File: src/rtl/ocx_dlx_xlx_if_gen.sv
// DLx / GT-wizard glue logic.
// Waits for sync on every enabled lane, pulses the PHY RX-datapath reset and then
// waits for RX ready. A timed-out wait re-pulses, up to a bounded number of times,
// before parking in a sticky failure state. Also debounces card detect into the PHY
// full reset and gates the DLx reset according to send_first.
module ocx_dlx_xlx_if_gen #(
  parameter int LANES           = 8,
  parameter int PULSE_CYCLES    = 8,
  parameter int RETRAIN_TIMEOUT = 1024,
  parameter int MAX_RETRAINS    = 7,
  parameter int DEBOUNCE_DEPTH  = 5
) (
  input  logic             opt_gckn,
  input  logic             reset,
  input  logic             ocde,
  input  logic             send_first,
  input  logic [LANES-1:0] lane_enable,
  input  logic [LANES-1:0] pb_io_o0_rx_run_lane,
  input  logic             gtwiz_reset_tx_done_in,
  input  logic             gtwiz_buffbypass_tx_done_in,
  input  logic             gtwiz_reset_rx_done_in,
  input  logic             gtwiz_buffbypass_rx_done_in,
  input  logic             gtwiz_userclk_rx_active_in,
  input  logic [LANES-1:0] ln_rx_valid_in,
  output logic             gtwiz_reset_all_out,
  output logic             gtwiz_reset_rx_datapath_out,
  output logic             dlx_reset,
  output logic [LANES-1:0] io_pb_o0_rx_init_done,
  output logic [LANES-1:0] ln_rx_valid_out,
  output logic [7:0]       retrain_count,
  output logic             retrain_fail
);

  localparam int PW = (PULSE_CYCLES > 1) ? $clog2(PULSE_CYCLES) : 1;
  localparam int TW = $clog2(RETRAIN_TIMEOUT);
  localparam logic [PW-1:0] PULSE_LAST  = PW'(PULSE_CYCLES - 1);
  localparam logic [TW-1:0] TMO_LAST    = TW'(RETRAIN_TIMEOUT - 1);
  localparam logic [7:0]    RETRAIN_MAX = 8'(MAX_RETRAINS);

  typedef enum logic [2:0] {
    S_FIND_SYNC  = 3'd0,
    S_HOLD_PULSE = 3'd1,
    S_WAIT_RX    = 3'd2,
    S_PULSE_DONE = 3'd3,
    S_FAIL       = 3'd4
  } state_t;

  state_t                    r_state;
  state_t                    w_state_nxt;
  logic [PW-1:0]             r_pulse_cnt;
  logic [PW-1:0]             w_pulse_cnt_nxt;
  logic [TW-1:0]             r_tmo_cnt;
  logic [TW-1:0]             w_tmo_cnt_nxt;
  logic [7:0]                r_retrain;
  logic [7:0]                w_retrain_nxt;
  logic                      r_fail;
  logic [DEBOUNCE_DEPTH-1:0] r_db;
  logic                      r_all_out;
  logic                      r_rx_first;

  logic w_tx_ok;
  logic w_rx_ok;
  logic w_rx_rdy;
  logic w_tx_down;
  logic w_sync_all;
  logic w_all_rise;
  logic w_all_fall;

  assign w_tx_ok    = gtwiz_reset_tx_done_in & gtwiz_buffbypass_tx_done_in;
  assign w_rx_ok    = gtwiz_reset_rx_done_in & gtwiz_buffbypass_rx_done_in;
  assign w_rx_rdy   = w_rx_ok & gtwiz_userclk_rx_active_in;
  assign w_tx_down  = ~gtwiz_reset_tx_done_in & ~gtwiz_buffbypass_tx_done_in;
  // Disabled lanes count as synced; an all-disabled mask never counts as sync.
  assign w_sync_all = (lane_enable != '0) & (&(pb_io_o0_rx_run_lane | ~lane_enable));
  // The full-reset output only moves once the whole history window agrees.
  assign w_all_fall = (&r_db) & r_all_out;
  assign w_all_rise = (~|r_db) & ~r_all_out;

  // Next-state and counter updates for the sync / pulse / retrain sequence.
  always_comb begin
    w_state_nxt     = r_state;
    w_pulse_cnt_nxt = r_pulse_cnt;
    w_tmo_cnt_nxt   = r_tmo_cnt;
    w_retrain_nxt   = r_retrain;
    case (r_state)
      S_FIND_SYNC: begin
        if (w_sync_all) begin
          w_state_nxt     = S_HOLD_PULSE;
          w_pulse_cnt_nxt = '0;
        end
      end
      S_HOLD_PULSE: begin
        if (r_pulse_cnt == PULSE_LAST) begin
          w_state_nxt   = S_WAIT_RX;
          w_tmo_cnt_nxt = '0;
        end else begin
          w_pulse_cnt_nxt = r_pulse_cnt + 1'b1;
        end
      end
      S_WAIT_RX: begin
        // RX ready wins over a timeout landing on the same cycle.
        if (w_rx_rdy) begin
          w_state_nxt = S_PULSE_DONE;
        end else if (r_tmo_cnt == TMO_LAST) begin
          if (r_retrain == RETRAIN_MAX) begin
            w_state_nxt = S_FAIL;
          end else begin
            w_retrain_nxt   = r_retrain + 8'd1;
            w_state_nxt     = S_HOLD_PULSE;
            w_pulse_cnt_nxt = '0;
          end
        end else begin
          w_tmo_cnt_nxt = r_tmo_cnt + 1'b1;
        end
      end
      S_PULSE_DONE: begin
        if (w_tx_down) begin
          w_state_nxt   = S_FIND_SYNC;
          w_retrain_nxt = '0;
        end
      end
      S_FAIL: begin
        // Leave on the same edge the debounced full reset rises.
        if (w_all_rise) begin
          w_state_nxt   = S_FIND_SYNC;
          w_retrain_nxt = '0;
        end
      end
      default: w_state_nxt = S_FIND_SYNC;
    endcase
  end

  // State, counters and sticky failure flag.
  always_ff @(posedge opt_gckn) begin
    if (reset) begin
      r_state     <= S_FIND_SYNC;
      r_pulse_cnt <= '0;
      r_tmo_cnt   <= '0;
      r_retrain   <= '0;
      r_fail      <= 1'b0;
    end else begin
      r_state     <= w_state_nxt;
      r_pulse_cnt <= w_pulse_cnt_nxt;
      r_tmo_cnt   <= w_tmo_cnt_nxt;
      r_retrain   <= w_retrain_nxt;
      r_fail      <= (w_state_nxt == S_FAIL);
    end
  end

  // Card-detect debounce: shift history and toggle the full reset on unanimity.
  always_ff @(posedge opt_gckn) begin
    if (reset) begin
      r_db      <= '0;
      r_all_out <= 1'b1;
    end else begin
      r_db <= {r_db[DEBOUNCE_DEPTH-2:0], ocde};
      if (w_all_fall) begin
        r_all_out <= 1'b0;
      end else if (w_all_rise) begin
        r_all_out <= 1'b1;
      end
    end
  end

  // Receive-first flag: set once RX comes up, cleared when both TX dones drop.
  always_ff @(posedge opt_gckn) begin
    if (reset) begin
      r_rx_first <= 1'b0;
    end else if (!r_rx_first) begin
      if (w_rx_ok) r_rx_first <= 1'b1;
    end else if (w_tx_down) begin
      r_rx_first <= 1'b0;
    end
  end

  assign gtwiz_reset_all_out         = r_all_out;
  assign gtwiz_reset_rx_datapath_out = ~reset & (r_state == S_HOLD_PULSE);
  assign io_pb_o0_rx_init_done       = (~reset & (r_state == S_PULSE_DONE) & w_rx_rdy) ?
                                       lane_enable : '0;
  assign dlx_reset                   = reset ? 1'b1 :
                                       send_first ? ~w_tx_ok :
                                       r_rx_first ? 1'b0 : ~w_rx_ok;
  assign ln_rx_valid_out             = ln_rx_valid_in & lane_enable & {LANES{w_rx_ok}};
  assign retrain_count               = r_retrain;
  assign retrain_fail                = r_fail;

endmodule

File: config.mk
export PLATFORM = sky130hd
export DESIGN_NAME = ocx_dlx_xlx_if_gen
export DESIGN_NICKNAME = d
export VERILOG_FILES = /design/src/rtl/ocx_dlx_xlx_if_gen.sv
export SDC_FILE = /design/constraint.sdc
export NUM_CORES = 1
export LEC_CHECK = 0
export ABC_CLOCK_PERIOD_IN_PS = 2550
export CORE_AREA = 2 2 70 72
export DETAILED_ROUTE_END_ITERATION = 8
export DIE_AREA = 0 0 72 74
export PLACE_DENSITY = 0.72
export SYNTH_ARGS = -nofsm -noshare
export SYNTH_HDL_FRONTEND = slang
export SYNTH_SLANG_ARGS = --single-unit
File: constraint.sdc
create_clock -name opt_gckn -period 2.55 [get_ports opt_gckn]
set_input_delay 0.765 -clock opt_gckn [delete_from_list [all_inputs] [get_ports opt_gckn]]
set_output_delay 0.765 -clock opt_gckn [all_outputs]
set_load 0.05 [all_outputs]
# Yosys cells after proc, flatten, opt, wreduce, memory -nomap -nowiden
# Index checks and enable logic that the tools add are counted.
# W data, S select, Z words.
# classes
mux	33
addsub	3
n_bitwise	20
n_reduce_logical	13
n_eq_ne	17
# ops
operator	count
$mux W8	6
$mux W3	12
$mux W10	3
$pmux W8 S3	1
$pmux W10 S2	1
$ne A2 B2 Y1 const B	9
$and A8 B8 Y8	2
$pmux W3 S5	1
$reduce_and A6 Y1	2
$add A10 B1 Y10 const B	1
$and A1 B1 Y1	10
$eq A10 B10 Y1 const B	1
$eq A3 B3 Y1 const B	3
$pmux W3 S3	1
$add A8 B1 Y8 const B	1
$eq A8 B3 Y1 const B	1
$mux W1	8
$not A8 Y8	1
$or A8 B8 Y8	1
$reduce_and A8 Y1	1
$reduce_bool A8 Y1	1
$eq A3 B2 Y1 const B	2
$not A1 Y1	6
$reduce_bool A3 Y1	2
8 further kinds	9
# word_totals
reg_bits	32
output_inout_bits	28
wordCells	94
input_bits	33

# Depth between registers and ports, before layout
# depth
word_depth	7
ltp_mapped	8
depth_no_buf	8

# Worst setup path after synthesis
# No wires, ideal clock.
# synth_timing
path_kind	input -> output
start	in gtwiz_reset_rx_done_in
end	out io_pb_o0_rx_init_done[0]
arrival_time_ps	2182
setup_slack_ps	-397
required_ps	1785
path_stages	5
path_buffers	1
path_cell_list	and2_1 > clkbuf_1 > nand2_1 > nor4_1 > and2_1
# synth_via
elab_chain_cells	4
# synth_rtl
element	line	rtl
from (decl)	21	input logic gtwiz_reset_rx_done_in,
$and A1 B1 Y1	70	assign w_rx_ok = gtwiz_reset_rx_done_in & gtwiz_buffbypass_rx_done_in;
$and A1 B1 Y1	71	assign w_rx_rdy = w_rx_ok & gtwiz_userclk_rx_active_in;
$and A1 B1 Y1	178	assign io_pb_o0_rx_init_done = (~reset & (r_state == S_PULSE_DONE) & w_rx_rdy) ?
$mux W8	178	
to (decl)	28	output logic [LANES-1:0] io_pb_o0_rx_init_done,
# Every way passes these cells.

# Worst setup path in the final report
# layout_timing
start	in reset
end	out io_pb_o0_rx_init_done[2]
# layout_via
elab_chain_cells	4
# layout_rtl
element	line	rtl
from (decl)	14	input logic reset,
$not A1 Y1	178	
$and A1 B1 Y1 (2 in a row)	178	
$mux W8	178	
# Every way passes these cells.

==> results.tsv <==
metric	value	unit
final setup vio count	0	
Sw Share	23.84	%
Leak	1.192	nW
via count	1821	
TritonCTS clock tree	yes	
Final min period	2520	ps
standard-cell rows	25	
Sequential Power Share	47.0	%
Layout Nets	336	
IO Port Bufs	60	
CP endpoint kind	output port	
Clock Skews	9.558	ps
antenna cells	0	
Yosys top cell area share	35.16	%
CP Cell Sequence	dlygate4sd2_1 -> nor4_4 -> buf_6 -> and2_4 -> buf_12	
maximum VDD drop	0.0003526	V
largest net degree at the start of global routing	14	
final worst slack	30.25	ps
area leader, netlist	dfxtp_1	
most frequent cells in the layout	clkdlybuf4s50_1 (38), dfxtp_1 (32), nor2_1 (23)	
fin crit share	98.81	%
leading cell type in the layout, fill and taps excluded	clkdlybuf4s50_1	
Hold Crit Class	reg -> reg	
GRT Util Overall	17.67	%
status	finished clean	
Layout area overhead	59.68	%
RSZ-0062 raised after global routing	false	
post-DP HPWL	3537	microns
# hold bufs at CTS	0	
number of synthesized flops with an enable pin	0	
CTS max path bufs	2	
pwr dens	371.1	nW/um^2
vias in the first global route	1612	
max capacitance violation total	0	
aggregate global routing overflow	0	
headroom to the max-slew limit	61.63	%
CP required	1790	ps
# DRC	0	
vias per cell	5.144	
gp weighted congestion	0.7742	
# IOs	61	
total of warnings raised by yosys	0	
Netlist cell types	46	
Crit Path Max Fanout	8	
Main synth FF type	dfxtp_1	
Routed WL per cell	13.00	microns
Slew Viols, Final	0	
Initial Util	39.62	%
Synthesized Nets	259	
Synth Area per Inst	8.206	sq um
cell-internal power	0.8221	mW
synth top area cells	dfxtp_1 (35%), and3_1 (5.2%), nor2_1 (4.9%)	
Post-Syn Instances	222	
highest clock rate	0.3969	GHz
crit path max-delay cell type	dlygate4sd2_1	
Die Y	74	microns
Die W	72	microns
critical path type	in -> out	
Net Switching	0.2574	mW
clock share of power	36.7	%
Final ANT Viol Nets	0	
Fin. Hold Viols	0	
crit-path max cell delay	270	ps
Worst-path clk slew	70	ps
Least-Margin Pin Slew	567.6	ps
DRT Wirelength	4601	microns
DRT Pass-1 Iters	4	
clk root buf	clkbuf_8	
CTS H-tree lvls	2	
Setup WS pre-CTS	-437.3	ps
Yosys reg bits	32	
TritonCTS Sinks	32	
Post-Syn Area	1822	sq um
Placeable Area	4598	sq um
DRT iter0 DRCs	84	
sequential share of the synthesized area	35.16	%
Finished Core Util	63.27	%
first-pass GRT wire length	7396	microns
Filler Cell Count	398	
Area after DPL	2794	sq um
clock latency on the worst-skew pair	280	ps
CTS buffer count	5	
share of layout cells above drive strength 1	22.00	%
ys async rst share	0	%
CP startpoint kind	input pin	
Comb power frac	16.2	%
final design area excluding fillers	2909	sq um
initial antenna violation count	0	
Arrival @ worst endpoint	1750	ps
Die ar.	5328	sq um
==> power by group through the flow <==
stage	Sequential, mW	Combinational [mW]	Clock [mW]
after floorplan	0.518	0.0666	0
after global placement	0.519	0.172	0
after detailed placement	0.519	0.174	0
after CTS	0.507	0.176	0.408
after global routing	0.508	0.187	0.429
final	0.508	0.175	0.397
==> repair_timing <==
item	in CTS	in global routing
cloned	0	0
setup endpoints to repair	18	9
resized for setup	18	5
setup buffers	0	1
pin swaps	3	3
==> cell type report <==
type                    instances  area [sq um]  area share [%]
inverters                      10         37.54           1.290
multi-input cells             173          1169           40.17
clock inverters                 1         7.507          0.2581
clock buffers                   7         86.33           2.968
repair buffers                 77         900.9           30.97
well taps                      54         67.56           2.323
flip-flops and latches         32         640.6           22.02
==> flip-flops by register name, indices dropped and copies added (netlist names) <==
name	count
retrain_count	8
r_db	5
r_tmo_cnt	10
r_rx_first	1
r_state	3
retrain_fail	1
r_pulse_cnt	3
gtwiz_reset_all_out	1
==> final timing paths <==
check / from / to / slack, ps / cells past startpoint
worst max-delay path: reset / io_pb_o0_rx_init_done[2] / 30 / 5
worst min-delay path: r_rx_first$_SDFF_PP0_ / r_rx_first$_SDFF_PP0_ / 470 / 1
worst max register to register: r_pulse_cnt[0]$_SDFFE_PP0P_ / r_tmo_cnt[5]$_SDFFE_PP0P_ / 300 / 8
worst min register to register: r_rx_first$_SDFF_PP0_ / r_rx_first$_SDFF_PP0_ / 470 / 1
==> metrics by stage <==
step	TNS, ps	cells	power, mW	hold WS [ps]
6_report	0	354	1.080	467.2
4_1_cts	0	353	1.091	446.6
2_1_floorplan	0	222	0.5849	416.7
3_3_place_gp	-4088	345	0.6906	422.6
5_1_grt	0	354	1.124	486.5
3_5_place_dp	-4800	345	0.6928	434.3
==> critical path: cells and delay by family <==
family | cells | cell delay [ps]
buffers and inverters | 3 | 570
and+or+nand+nor | 2 | 420
==> Yosys cell counts, types with 2 or more instances <==
| cell | count |
|---|---|
| xnor2_1 | 3 |
| o21ai_0 | 8 |
| nand2b_1 | 6 |
| ha_1 | 4 |
| nor3_1 | 5 |
| o21a_1 | 2 |
| nor2b_1 | 7 |
| nand3b_1 | 3 |
| dfxtp_1 | 32 |
| xor2_1 | 5 |
| and3_1 | 15 |
| nor3_2 | 2 |
| inv_1 | 10 |
| nand2_1 | 22 |
| o22ai_1 | 4 |
| mux2i_1 | 6 |
| a21oi_1 | 7 |
| nand4_1 | 3 |
| and2_1 | 9 |
| and4b_1 | 2 |
| nand3_1 | 10 |
| clkbuf_1 | 5 |
| nor4_1 | 4 |
| a221o_1 | 3 |
| nor2_1 | 24 |
==> kinds of logic after synthesis <==
family | count (synthesis) | synth area share (%)
AO/OA/AOI/OAI | 33 | 13.26
XOR/XNOR | 8 | 3.846
adder cells (fa/ha/maj) | 4 | 2.747
buffers and inverters | 17 | 3.571
flip-flops | 32 | 35.16
multiplexers | 7 | 3.915
AND/OR/NAND/NOR | 121 | 37.50
==> metal layers <==
metal  global-route usage [%]  routed length [microns]  vias to the layer above
met5                        0                        0                        -
met1                    23.29                     2163                      816
met4                    6.289                       49                        0
met2                    28.40                     2102                       61
met3                    4.336                      285                        2
li1                         -                        -                      942
(Power assumes the default switching activity.)
